**src/rtl/branch_cmp_unit.sv**
```systemverilog
// branch_cmp_unit: registered branch-condition resolver.
// Evaluates the six conditional branch types on forwarded register operands,
// compares the outcome against the fetch-stage prediction and keeps
// saturating statistics of resolved and taken branches.
module branch_cmp_unit #(
    parameter int WIDTH = 32,
    parameter int CNT_W = 16
) (
    input  logic             clk,
    input  logic             rst_n,
    input  logic             in_valid,
    input  logic [3:0]       btype,
    input  logic [WIDTH-1:0] RData1,
    input  logic [WIDTH-1:0] RData2,
    input  logic             pred_taken,
    input  logic             stall,
    input  logic             flush,
    input  logic             clr_cnt,
    output logic             out_valid,
    output logic             cmpout,
    output logic             mispredict,
    output logic             btype_err,
    output logic [CNT_W-1:0] branch_cnt,
    output logic [CNT_W-1:0] taken_cnt
);

    localparam logic [3:0] BT_BEQ  = 4'b0000;
    localparam logic [3:0] BT_BNE  = 4'b0001;
    localparam logic [3:0] BT_BLEZ = 4'b0010;
    localparam logic [3:0] BT_BGTZ = 4'b0011;
    localparam logic [3:0] BT_BLTZ = 4'b0100;
    localparam logic [3:0] BT_BGEZ = 4'b0101;

    localparam logic [CNT_W-1:0] CNT_ONE = {{(CNT_W-1){1'b0}}, 1'b1};

    // Codes above bgez are reserved and never resolve as taken.
    function automatic logic is_legal(input logic [3:0] bt);
        return (bt <= BT_BGEZ);
    endfunction

    // Branch condition; the zero-compare forms treat rs as two's complement.
    function automatic logic eval_cond(input logic [3:0]       bt,
                                       input logic signed [WIDTH-1:0] a,
                                       input logic signed [WIDTH-1:0] b);
        logic neg;
        logic zero;
        logic res;
        neg  = a[WIDTH-1];
        zero = (a == '0);
        case (bt)
            BT_BEQ:  res = (a == b);
            BT_BNE:  res = (a != b);
            BT_BLEZ: res = neg | zero;
            BT_BGTZ: res = !neg & !zero;
            BT_BLTZ: res = neg;
            BT_BGEZ: res = !neg;
            default: res = 1'b0;
        endcase
        return res;
    endfunction

    // Counters stick at all-ones rather than wrapping back to zero.
    function automatic logic [CNT_W-1:0] sat_inc(input logic [CNT_W-1:0] c);
        return (&c) ? c : c + CNT_ONE;
    endfunction

    // ---- stage p0: combinational resolve of the presented branch ----
    logic signed [WIDTH-1:0] rs_p0;
    logic signed [WIDTH-1:0] rt_p0;
    logic                    legal_p0;
    logic                    taken_p0;
    logic                    vld_p0;
    logic                    capture_p0;
    logic                    cnt_en_p0;

    assign rs_p0      = RData1;
    assign rt_p0      = RData2;
    assign vld_p0     = in_valid;
    assign legal_p0   = is_legal(btype);
    assign taken_p0   = legal_p0 & eval_cond(btype, rs_p0, rt_p0);
    assign capture_p0 = !flush & !stall;
    assign cnt_en_p0  = capture_p0 & vld_p0 & legal_p0;

    // ---- stage p1: registered result ----
    logic vld_p1;
    logic taken_p1;
    logic mispred_p1;
    logic err_p1;

    // Result register: flush clears even when stalled, stall holds otherwise.
    always_ff @(posedge clk) begin
        if (!rst_n) begin
            vld_p1     <= 1'b0;
            taken_p1   <= 1'b0;
            mispred_p1 <= 1'b0;
            err_p1     <= 1'b0;
        end else if (flush) begin
            vld_p1     <= 1'b0;
            taken_p1   <= 1'b0;
            mispred_p1 <= 1'b0;
            err_p1     <= 1'b0;
        end else if (!stall) begin
            vld_p1     <= vld_p0;
            taken_p1   <= vld_p0 & taken_p0;
            mispred_p1 <= vld_p0 & legal_p0 & (taken_p0 != pred_taken);
            err_p1     <= vld_p0 & !legal_p0;
        end
    end

    logic [CNT_W-1:0] branch_cnt_p1;
    logic [CNT_W-1:0] taken_cnt_p1;

    // Statistics: clear wins over a same-cycle increment and ignores stall/flush.
    always_ff @(posedge clk) begin
        if (!rst_n) begin
            branch_cnt_p1 <= '0;
            taken_cnt_p1  <= '0;
        end else if (clr_cnt) begin
            branch_cnt_p1 <= '0;
            taken_cnt_p1  <= '0;
        end else if (cnt_en_p0) begin
            branch_cnt_p1 <= sat_inc(branch_cnt_p1);
            if (taken_p0) begin
                taken_cnt_p1 <= sat_inc(taken_cnt_p1);
            end
        end
    end

    assign out_valid  = vld_p1;
    assign cmpout     = taken_p1;
    assign mispredict = mispred_p1;
    assign btype_err  = err_p1;
    assign branch_cnt = branch_cnt_p1;
    assign taken_cnt  = taken_cnt_p1;

endmodule

```
**config.mk**
```make
export PLATFORM = sky130hd
export DESIGN_NAME = branch_cmp_unit
export DESIGN_NICKNAME = d
export VERILOG_FILES = /design/src/rtl/branch_cmp_unit.sv
export SDC_FILE = /design/constraint.sdc
export NUM_CORES = 1
export LEC_CHECK = 0
export CELL_PAD_IN_SITES_DETAIL_PLACEMENT = 0
export CELL_PAD_IN_SITES_GLOBAL_PLACEMENT = 1
export CORE_MARGIN = 2
export CORE_UTILIZATION = 30
export CTS_CLUSTER_DIAMETER = 100
export DETAILED_ROUTE_END_ITERATION = 6
export HOLD_SLACK_MARGIN = 0.08
export MAX_ROUTING_LAYER = met4
export PLACE_DENSITY_LB_ADDON = 0.3
export SETUP_SLACK_MARGIN = 0.4
export SYNTH_ARGS = -nofsm -noshare
export SYNTH_HDL_FRONTEND = slang
export SYNTH_SLANG_ARGS = --single-unit
```
**constraint.sdc**
```tcl
create_clock -name clk -period 8.5 [get_ports clk]
set_clock_uncertainty 0.1 [all_clocks]
set_input_delay 2.55 -clock clk [delete_from_list [all_inputs] [get_ports clk]]
set_output_delay 2.55 -clock clk [all_outputs]
set_load 0.01 [all_outputs]
```
==> metrics.txt, run 1 <==
antenna violations before repair 0; latest clock arrival within the worst-skew pair 290 ps; largest net degree at the start of global routing 31; Die Footprint 7832 sq um; fin crit period 5268 ps; unrepaired setup endpoints after global routing false; Total GRT Usage 0.1724; Comb pwr share 0.184; HP Class flip-flop to flip-flop; Std-Cell Rows 30; Synth Cell Area 2142 sq um; CTS max path bufs 2; Reg power frac 0.461; Startpoint Class primary input; H-tree depth 2; flops & latches, synth 36; Yosys warning count 0; Sw Share 0.2463; sequential fraction of the synthesis area 0.3364; setup TNS 0 ps; hold buffers post-CTS 0; total CTS buffers 5; worst reg2reg path startpoint branch_cnt[0]; Syn-to-layout area delta 61.04%; routed len/inst 14.05 um; count of different cell masters after synthesis 35; max_slew headroom 0.4756; Initial Util 0.3118; GR Overflow Total 0; status complete, no violations; Clk pwr share 0.355; min-delay src btype_err; clock tree from TritonCTS done; final wirelength about 6600 um; maximum vdd ir drop between 0.08 and 0.09 mV; DIE WIDTH 88.50 um; Final period util 0.6198; First-pass DRT Iterations 4; fin util 0.5022; # DRC 0; crit path DAT 5380 ps; Lkg Pwr 1.164 nW; final setup fails 0; WL met2 2996 um; Final Cell Area between 3000 and 4000 sq um; MaxCap Viol Count 0; DR top layer met4; Post-Syn Area per Cell 8.400 sq um; Crit path required time 8620 ps; Detailed Place HPWL approximately 5300 um; vias 2240; cells after synthesis 255; clock sinks 36; Post-CTS Setup Inserts 0; Crit-path slowest cell a2111oi_4; Post-Syn Nets 332; first-pass GRT wire length approximately 10000 um; final setup margin 3232 ps; P_int ~0.28 mW; Worst Path Class, Setup primary input to flip-flop; Cell Chain, Critical Path clkdlybuf4s50_1, xor2_1, nor4_1, nand4_1, or3_4, a2111oi_4, o211ai_1, or3_1, a21oi_1; Core Area 6869 sq um; crit path capture type flip-flop; Final Hold Fails 0; Top Ports 111; # diodes 0; final slew viol count 0; clock transition at the registers of the reported paths ~80 ps; Setup Slack @ Placement 2889 ps; fmax 189.8 MHz; Final ANT Viol Nets 0; 1st-iter DRT viols 41; Worst-Margin Slew 776.4 ps; Post-DP Area 3353 sq um; Critical Path Fanout Max 8; vias in the first global route 2114; switching pwr 0.09045 mW; Via density 4.797; final net count 447; Critical Path Start RData1[31]; Final GP Congestion 0.8080; met3 wire length 494 um; pwr dens 106.5 nW/um^2; share of layout cells above drive strength 1 0.05121; Die Y-Extent 88.50 um; port bufs 110; met1 WL 3011 um; CP peak stage delay 500 ps; Root Buffer clkbuf_8; post-CTS resize count 0
==> Yosys cell counts <==
cell / number / area share
xor2_1: 46 / 0.19
dfxtp_1: 36 / 0.34
nor2_1: 28 / 0.049
nand2_1: 21 / 0.037
a21oi_1: 15 / 0.035
o21ai_0: 15 / 0.035
nor4_1: 13 / 0.038
nand4_1: 12 / 0.035
or3_1: 12 / 0.035
nand3_1: 10 / 0.023
and3_1: 5 / 0.015
and2_1: 4 / 0.012
nor4_2: 4 / 0.023
xnor2_1: 4 / 0.016
nand2b_1: 3 / 0.0088
nor2b_1: 3 / 0.0088
o211ai_1: 3 / 0.011
clkbuf_1: 2 / 0.0035
ha_1: 2 / 0.012
mux2i_1: 2 / 0.0093
a2111oi_4: 1 / 0.013
a22o_1: 1 / 0.0041
a311oi_1: 1 / 0.0041
a31o_2: 1 / 0.0041
a41oi_1: 1 / 0.0041
and2_2: 1 / 0.0035
and3b_1: 1 / 0.0041
and4_1: 1 / 0.0041
dlygate4sd3_1: 1 / 0.0047
inv_1: 1 / 0.0018
nand3b_1: 1 / 0.0035
o211ai_2: 1 / 0.0058
o21ai_2: 1 / 0.0041
or3_4: 1 / 0.0053
or4_1: 1 / 0.0035
==> registers in the layout (all words and copies together) (netlist names) <==
signal,cells
branch_cnt,16
taken_cnt,16
btype_err,1
cmpout,1
mispredict,1
out_valid,1
==> path summary, 6_finish.rpt <==
kind	to	slack, ps	cells past startpoint
worst min-delay path	btype_err	370	2
worst max register to register	branch_cnt[13]	6080	9
worst max-delay path	taken_cnt[10]	3230	9
worst min register to register	btype_err	370	2
==> layer usage <==
metal	vias up	global-route usage
met1	1015	0.2164
met3	6	0.03918
li1	1151	-
met5	-	-
met4	0	0.03719
met2	68	0.2843
==> through the flow <==
step           hold WS, ps  instances  power, mW
2_1_floorplan        374.1        255     0.1944
3_3_place_gp         346.8        459     0.2404
3_5_place_dp         360.2        459     0.2407
4_1_cts              371.6        467     0.3741
5_1_grt              390.6        467     0.3862
6_report             370.9        467     0.3673
==> power groups by stage <==
| stage | Sequential, mW | Clock (mW) | Combinational [mW] |
|---|---|---|---|
| 3_5_place_dp | 0.173 | 0 | 0.0675 |
| 2_1_floorplan | 0.173 | 0 | 0.0210 |
| 4_1_cts | 0.169 | 0.137 | 0.0681 |
| 3_3_place_gp | 0.173 | 0 | 0.0672 |
| 6_report | 0.169 | 0.130 | 0.0676 |
| 5_1_grt | 0.169 | 0.144 | 0.0726 |
==> critical path, delay by kind of cell <==
family / cells / cell delay (ps)
xor+xnor: 1 / 190
buf+inv: 1 / 490
compound gates: 3 / 910
simple gates: 4 / 1240
==> layout make-up <==
class / count / area, sq um
fill: 687 / 3420
multi-input combinational: 215 / 1400
timing repair buffer: 111 / 1109
sequential: 36 / 720.7
tap: 96 / 120.1
clock buffer: 6 / 82.58
clock inverter: 2 / 13.76
inverter: 1 / 3.754
==> cell usage in the layout (no fill, tap or decap), types with 4 or more instances in the layout <==
cell,instances
nand4_1,12
nand2_1,21
a21oi_1,15
nand3_1,10
dfxtp_1,36
xor2_1,46
and3_1,5
nor4_1,13
and2_1,4
clkdlybuf4s50_1,110
clkbuf_8,6
o21ai_0,15
xnor2_1,4
or3_1,12
nor2_1,28
nor4_2,4
==> cells by family after synthesis <==
family	count (synthesis)	synth area share
buffers and inverters	4	0.009930
DFF	36	0.3364
AOI/OAI and AO/OA	40	0.1197
adders and majority gates	2	0.01168
muxes	2	0.009346
xor gates and xnor gates	50	0.2044
and+or+nand+nor	121	0.3084
(Power assumes the default switching activity.)
==> inputs of run 2 (changes only) <==
--- a/config.mk
+++ b/config.mk
@@ -8,7 +8,7 @@
 export CELL_PAD_IN_SITES_DETAIL_PLACEMENT = 0
 export CELL_PAD_IN_SITES_GLOBAL_PLACEMENT = 1
 export CORE_MARGIN = 2
-export CORE_UTILIZATION = 30
+export CORE_UTILIZATION = 25
 export CTS_CLUSTER_DIAMETER = 100
 export DETAILED_ROUTE_END_ITERATION = 6
 export HOLD_SLACK_MARGIN = 0.08
==> constraint.sdc (replaced) <==
create_clock -name clk -period 4.3 [get_ports clk]
set_clock_uncertainty 0.1 [all_clocks]
set_input_delay 1.29 -clock clk [delete_from_list [all_inputs] [get_ports clk]]
set_output_delay 1.29 -clock clk [all_outputs]
set_load 0.01 [all_outputs]
==> metrics.txt, run 2 (same netlist as run 1, synthesis figures left out) <==
final wirelength 6892 um; Startpoint Class primary input; Via density between 4 and 5; GR Overflow Total 0; routed len/inst 14.27 um; CP peak stage delay roughly 410 ps; crit path capture type flip-flop; antenna violations before repair 1; status complete, no violations; H-tree depth 2; Std-Cell Rows 33; Core Area 8258 sq um; Worst Path Class, Setup primary input to flip-flop; first-pass GRT wire length 10630 um; vias in the first global route between 2000 and 2500; Setup Slack @ Placement -19.19 ps; fin crit period 3812 ps; largest net degree at the start of global routing 31; 1st-iter DRT viols 76; Critical Path Fanout Max 9; Overall Power 0.7213 mW; Lkg Pwr 1.445 nW; setup TNS 0 ps; Die Y-Extent 96.57 um; most frequent cells in the layout clkdlybuf4s50_1 (81), xor2_1 (46), dfxtp_1 (36); Syn-to-layout area delta 68.52%; max_slew headroom 0.6937; CTS max path bufs 2; DIE WIDTH 96.57 um; Crit path required time 4420 ps; hold slack ~350 ps; Crit-path slowest cell clkdlybuf4s50_1; Final Cell Area roughly 3600 sq um; final net count 453; clock tree from TritonCTS done; HP Class flip-flop to flip-flop; Filler cells 849; vias 2270; commonest non-fill, non-tap cell in the layout clkdlybuf4s50_1; final setup fails 0; Post-DP Area 3395 sq um; MaxCap Viol Count 0; Final ANT Viol Nets 0; clock transition at the registers of the reported paths 70 ps; First-pass DRT Iterations 4; share of layout cells above drive strength 1 0.07692; total CTS buffers 5; clock sinks 36; Initial Util 0.2594; latest clock arrival within the worst-skew pair 280 ps; pwr dens around 200 nW/um^2; Detailed Place HPWL approximately 5400 um; final setup margin between 400 and 500 ps; fmax 262.3 MHz; final slew viol count 0; Root Buffer clkbuf_8; Total GRT Usage 0.1511; CP Buf/Inv Count 2; Worst R2R Setup Slack 2090 ps; Cell Chain, Critical Path clkdlybuf4s50_1, xor2_1, nor4_2, nand4_1, or3_4, a2111oi_4, buf_4, o211ai_4, or3_1, a21oi_2; hold buffers post-CTS 0; Final GP Congestion 0.7936; Final period util 0.8866; maximum vdd ir drop approximately 0.096 mV; crit path DAT 3940 ps; Worst-Margin Slew approximately 460 ps; Die Footprint approximately 9300 sq um; port bufs 110; Top Ports 111; Final Hold Fails 0; unrepaired setup endpoints after global routing false; # DRC 0; delay-heaviest family, CP simple AND/OR/NAND/NOR gates
[run 2: power by group]
part | total (mW) | leakage [nW] | internal [mW] | switching (mW)
Clock | 0.252 | 0.0445 | 0.130 | 0.122
Combinational | 0.134 | 1.11 | 0.0804 | 0.0539
Sequential | 0.335 | 0.290 | 0.334 | 0.000532
Total | 0.721 | 1.45 | 0.545 | 0.177
[run 2: cell type report]
type	instances	area, sq um	area share
diodes	1	2.502	0.0006932
clock buffers	7	86.33	0.02392
clock inverters	1	7.507	0.002080
inverters	1	3.754	0.001040
multi-input cells	215	1431	0.3965
flip-flops and latches	36	720.7	0.1997
well taps	105	131.4	0.03640
repair buffers	117	1226	0.3397
[run 2: per-stage QoR]
| stage | utilization | std cells |
|---|---|---|
| finish | 0.4371 | 483 |
| global placement | 0.4111 | 472 |
| CTS | 0.4253 | 482 |
| global route | 0.4371 | 483 |
| floorplan | - | 255 |
| detailed placement | 0.4111 | 472 |
[run 2: worst min-delay path, delay by kind of cell, from the launching register on]
kind / cells / cell delay (ps)
AO/OA/AOI/OAI: 1 / 50
AND/OR/NAND/NOR: 1 / 50
flip-flops: 1 / 310
[run 2: what timing repair did]
item | CTS | global route
setup endpoints to repair | 11 | 13
resized for setup | 1 | 34
pin swaps | 4 | 16
buffers inserted | 2 | 0
cloned | 0 | 0
[run 2: path summary, 6_finish.rpt]
path,from,end,depth (start not counted)
max reg2reg,taken_cnt[0],taken_cnt[6],8
min,btype_err,btype_err,2
max,RData2[22],taken_cnt[5],10
min reg2reg,btype_err,btype_err,2
[run 2: metal layers]
layer | GRT usage | routed length (um) | up-vias
li1 | - | - | 1160
met2 | 0.2506 | 3175 | 73
met1 | 0.1808 | 3009 | 1033
met5 | - | 0 | -
met4 | 0.03052 | 31 | 0
met3 | 0.04888 | 676 | 4
==> inputs of run 3 (changes only) <==
--- a/config.mk
+++ b/config.mk
@@ -8,9 +8,10 @@
 export CELL_PAD_IN_SITES_DETAIL_PLACEMENT = 0
 export CELL_PAD_IN_SITES_GLOBAL_PLACEMENT = 1
 export CORE_MARGIN = 2
-export CORE_UTILIZATION = 25
+export CORE_UTILIZATION = 28
 export CTS_CLUSTER_DIAMETER = 100
 export DETAILED_ROUTE_END_ITERATION = 6
+export GPL_ROUTABILITY_DRIVEN = 0
 export HOLD_SLACK_MARGIN = 0.08
 export MAX_ROUTING_LAYER = met4
 export PLACE_DENSITY_LB_ADDON = 0.3
==> constraint.sdc (replaced) <==
create_clock -name clk -period 3.6 [get_ports clk]
set_clock_uncertainty 0.1 [all_clocks]
set_input_delay 1.08 -clock clk [delete_from_list [all_inputs] [get_ports clk]]
set_output_delay 1.08 -clock clk [all_outputs]
set_load 0.02 [all_outputs]
==> metrics.txt, run 3 (same netlist as run 1, synthesis figures left out) <==
Initial Util 0.2922; fin crit period 3393 ps; Syn-to-layout area delta 69.45%; max_slew headroom 0.6827; clock sinks 36; crit path DAT roughly 3500 ps; Die Y-Extent 91.47 um; # DRC 0; fin util 0.4951; Worst Path Class, Setup primary input to flip-flop; Reg power frac 0.471; Final ANT Viol Nets 0; Sw Share 0.2612; Core Area 7331 sq um; Crit path required time ~3700 ps; clock transition at the registers of the reported paths approximately 80 ps; latest clock arrival within the worst-skew pair 290 ps; P_int 0.6267 mW; Die Footprint 8366 sq um; vias in the first global route 2351; Clk pwr share 0.333; status complete, no violations; HP Class flip-flop to flip-flop; Via density roughly 4.7; DIE WIDTH just over 90 um; First-pass DRT Iterations 4; most frequent cells in the layout clkdlybuf4s50_1 (46), buf_4 (39), xor2_1 (38); Worst-Margin Slew 473.9 ps; Top Ports about 110; Startpoint Class primary input; Root Buffer clkbuf_8; switching pwr 0.2216 mW; CTS max path bufs 2; Std-Cell Rows 31; clock tree from TritonCTS done; 1st-iter DRT viols 77; pwr dens about 230 nW/um^2; Final period util 0.9426; total CTS buffers 5; Comb pwr share 0.196; routed len/inst approximately 14 um; port bufs between 100 and 150; maximum vdd ir drop 0.1724 mV; # diodes 0; Total GRT Usage 0.1715; fmax around 300 MHz; Final Hold Fails 0; GR Overflow Total 0; vias 2385; final slew viol count 0; Final Cell Area between 3000 and 4000 sq um; Critical Path Fanout Max 8; crit path capture type flip-flop; largest net degree at the start of global routing 31; final setup fails 0; H-tree depth 2; commonest non-fill, non-tap cell in the layout clkdlybuf4s50_1; MaxCap Viol Count 0; first-pass GRT wire length between 10000 and 15000 um; final net count between 400 and 500; antenna violations before repair 0; share of layout cells above drive strength 1 0.3154; Detailed Place HPWL ~5400 um; Lkg Pwr 1.377 nW; Post-DP Area 3575 sq um; unrepaired setup endpoints after global routing true; final wirelength 7011 um
-- run 3: cell types whose count changed in the layout (fill, tap and decap cells not counted), moves of 2 or more --
cell / change
xor2_1: -8
clkdlybuf4s50_1: -35
o21ai_0: -5
clkbuf_2: +10
xor2_2: +8
dlymetal6s2s_1: -29
buf_2: +36
o21ai_1: +4
clkdlybuf4s15_2: +3
clkinv_2: +2
buf_6: +6
clkdlybuf4s15_1: +8
buf_4: +32
-- run 3: timing repair --
item | 4_1_cts | 5_1_grt
endpoints found under the hold margin | 0 | 0
pin swaps | 44 | 25
resized for setup | 212 | 41
endpoints found under the setup margin | 18 | 21
hold buffers | 0 | 0
setup buffers | 5 | 4
-- run 3: worst paths after layout --
check                                  start           end  slack (ps)  cells after the start
worst max-delay path              RData1[16]  taken_cnt[9]         210                     11
worst min-delay path               btype_err     btype_err         380                      2
worst max register to register  taken_cnt[0]  taken_cnt[6]        1420                      8
worst min register to register     btype_err     btype_err         380                      2
-- run 3: cell type report --
cell class                      instances  area, sq um
Multi-Input combinational cell        215         1514
Sequential cell                        36        720.7
Timing Repair Buffer                  149         1180
Clock inverter                          3        18.77
Fill cell                             720         3701
Clock buffer                            5        68.82
Inverter                                1        3.754
Tap cell                               99        123.9
-- run 3: per-stage QoR --
stage                     hold WS (ps)  worst slack (ps)  power (mW)  TNS, ps  std cells
final                            375.7             206.7      0.8483        0        508
after global routing             397.2             112.1      0.8941        0        508
after CTS                        382.4             264.6      0.8566        0        504
after detailed placement         371.7            -428.6      0.5900    -5312        491
after global placement           348.8            -379.9      0.5887    -5030        491
after floorplan                  426.2             340.5      0.4597        0        255
-- run 3: metal layers --
layer	routed length, um	track usage	vias up
met3	507	0.04481	10
met5	0	-	-
met1	3099	0.2093	1079
li1	-	-	1218
met2	3282	0.2794	78
met4	122	0.04798	0
-- run 3: critical path, stage by stage --
cell	delay, ps
buf_8	100
xor2_2	160
nor4_2	320
nand4_1	190
or3_4	410
a2111oi_4	360
buf_4	190
buf_6	90
o211ai_4	110
or3_4	400
a21oi_2	110
-- run 3: power groups by stage --
stage	logic, mW	clock network, mW	registers (mW)
2_1_floorplan	0.0495	0	0.410
3_3_place_gp	0.180	0	0.409
3_5_place_dp	0.181	0	0.409
4_1_cts	0.161	0.297	0.400
5_1_grt	0.180	0.314	0.400
6_report	0.166	0.283	0.400
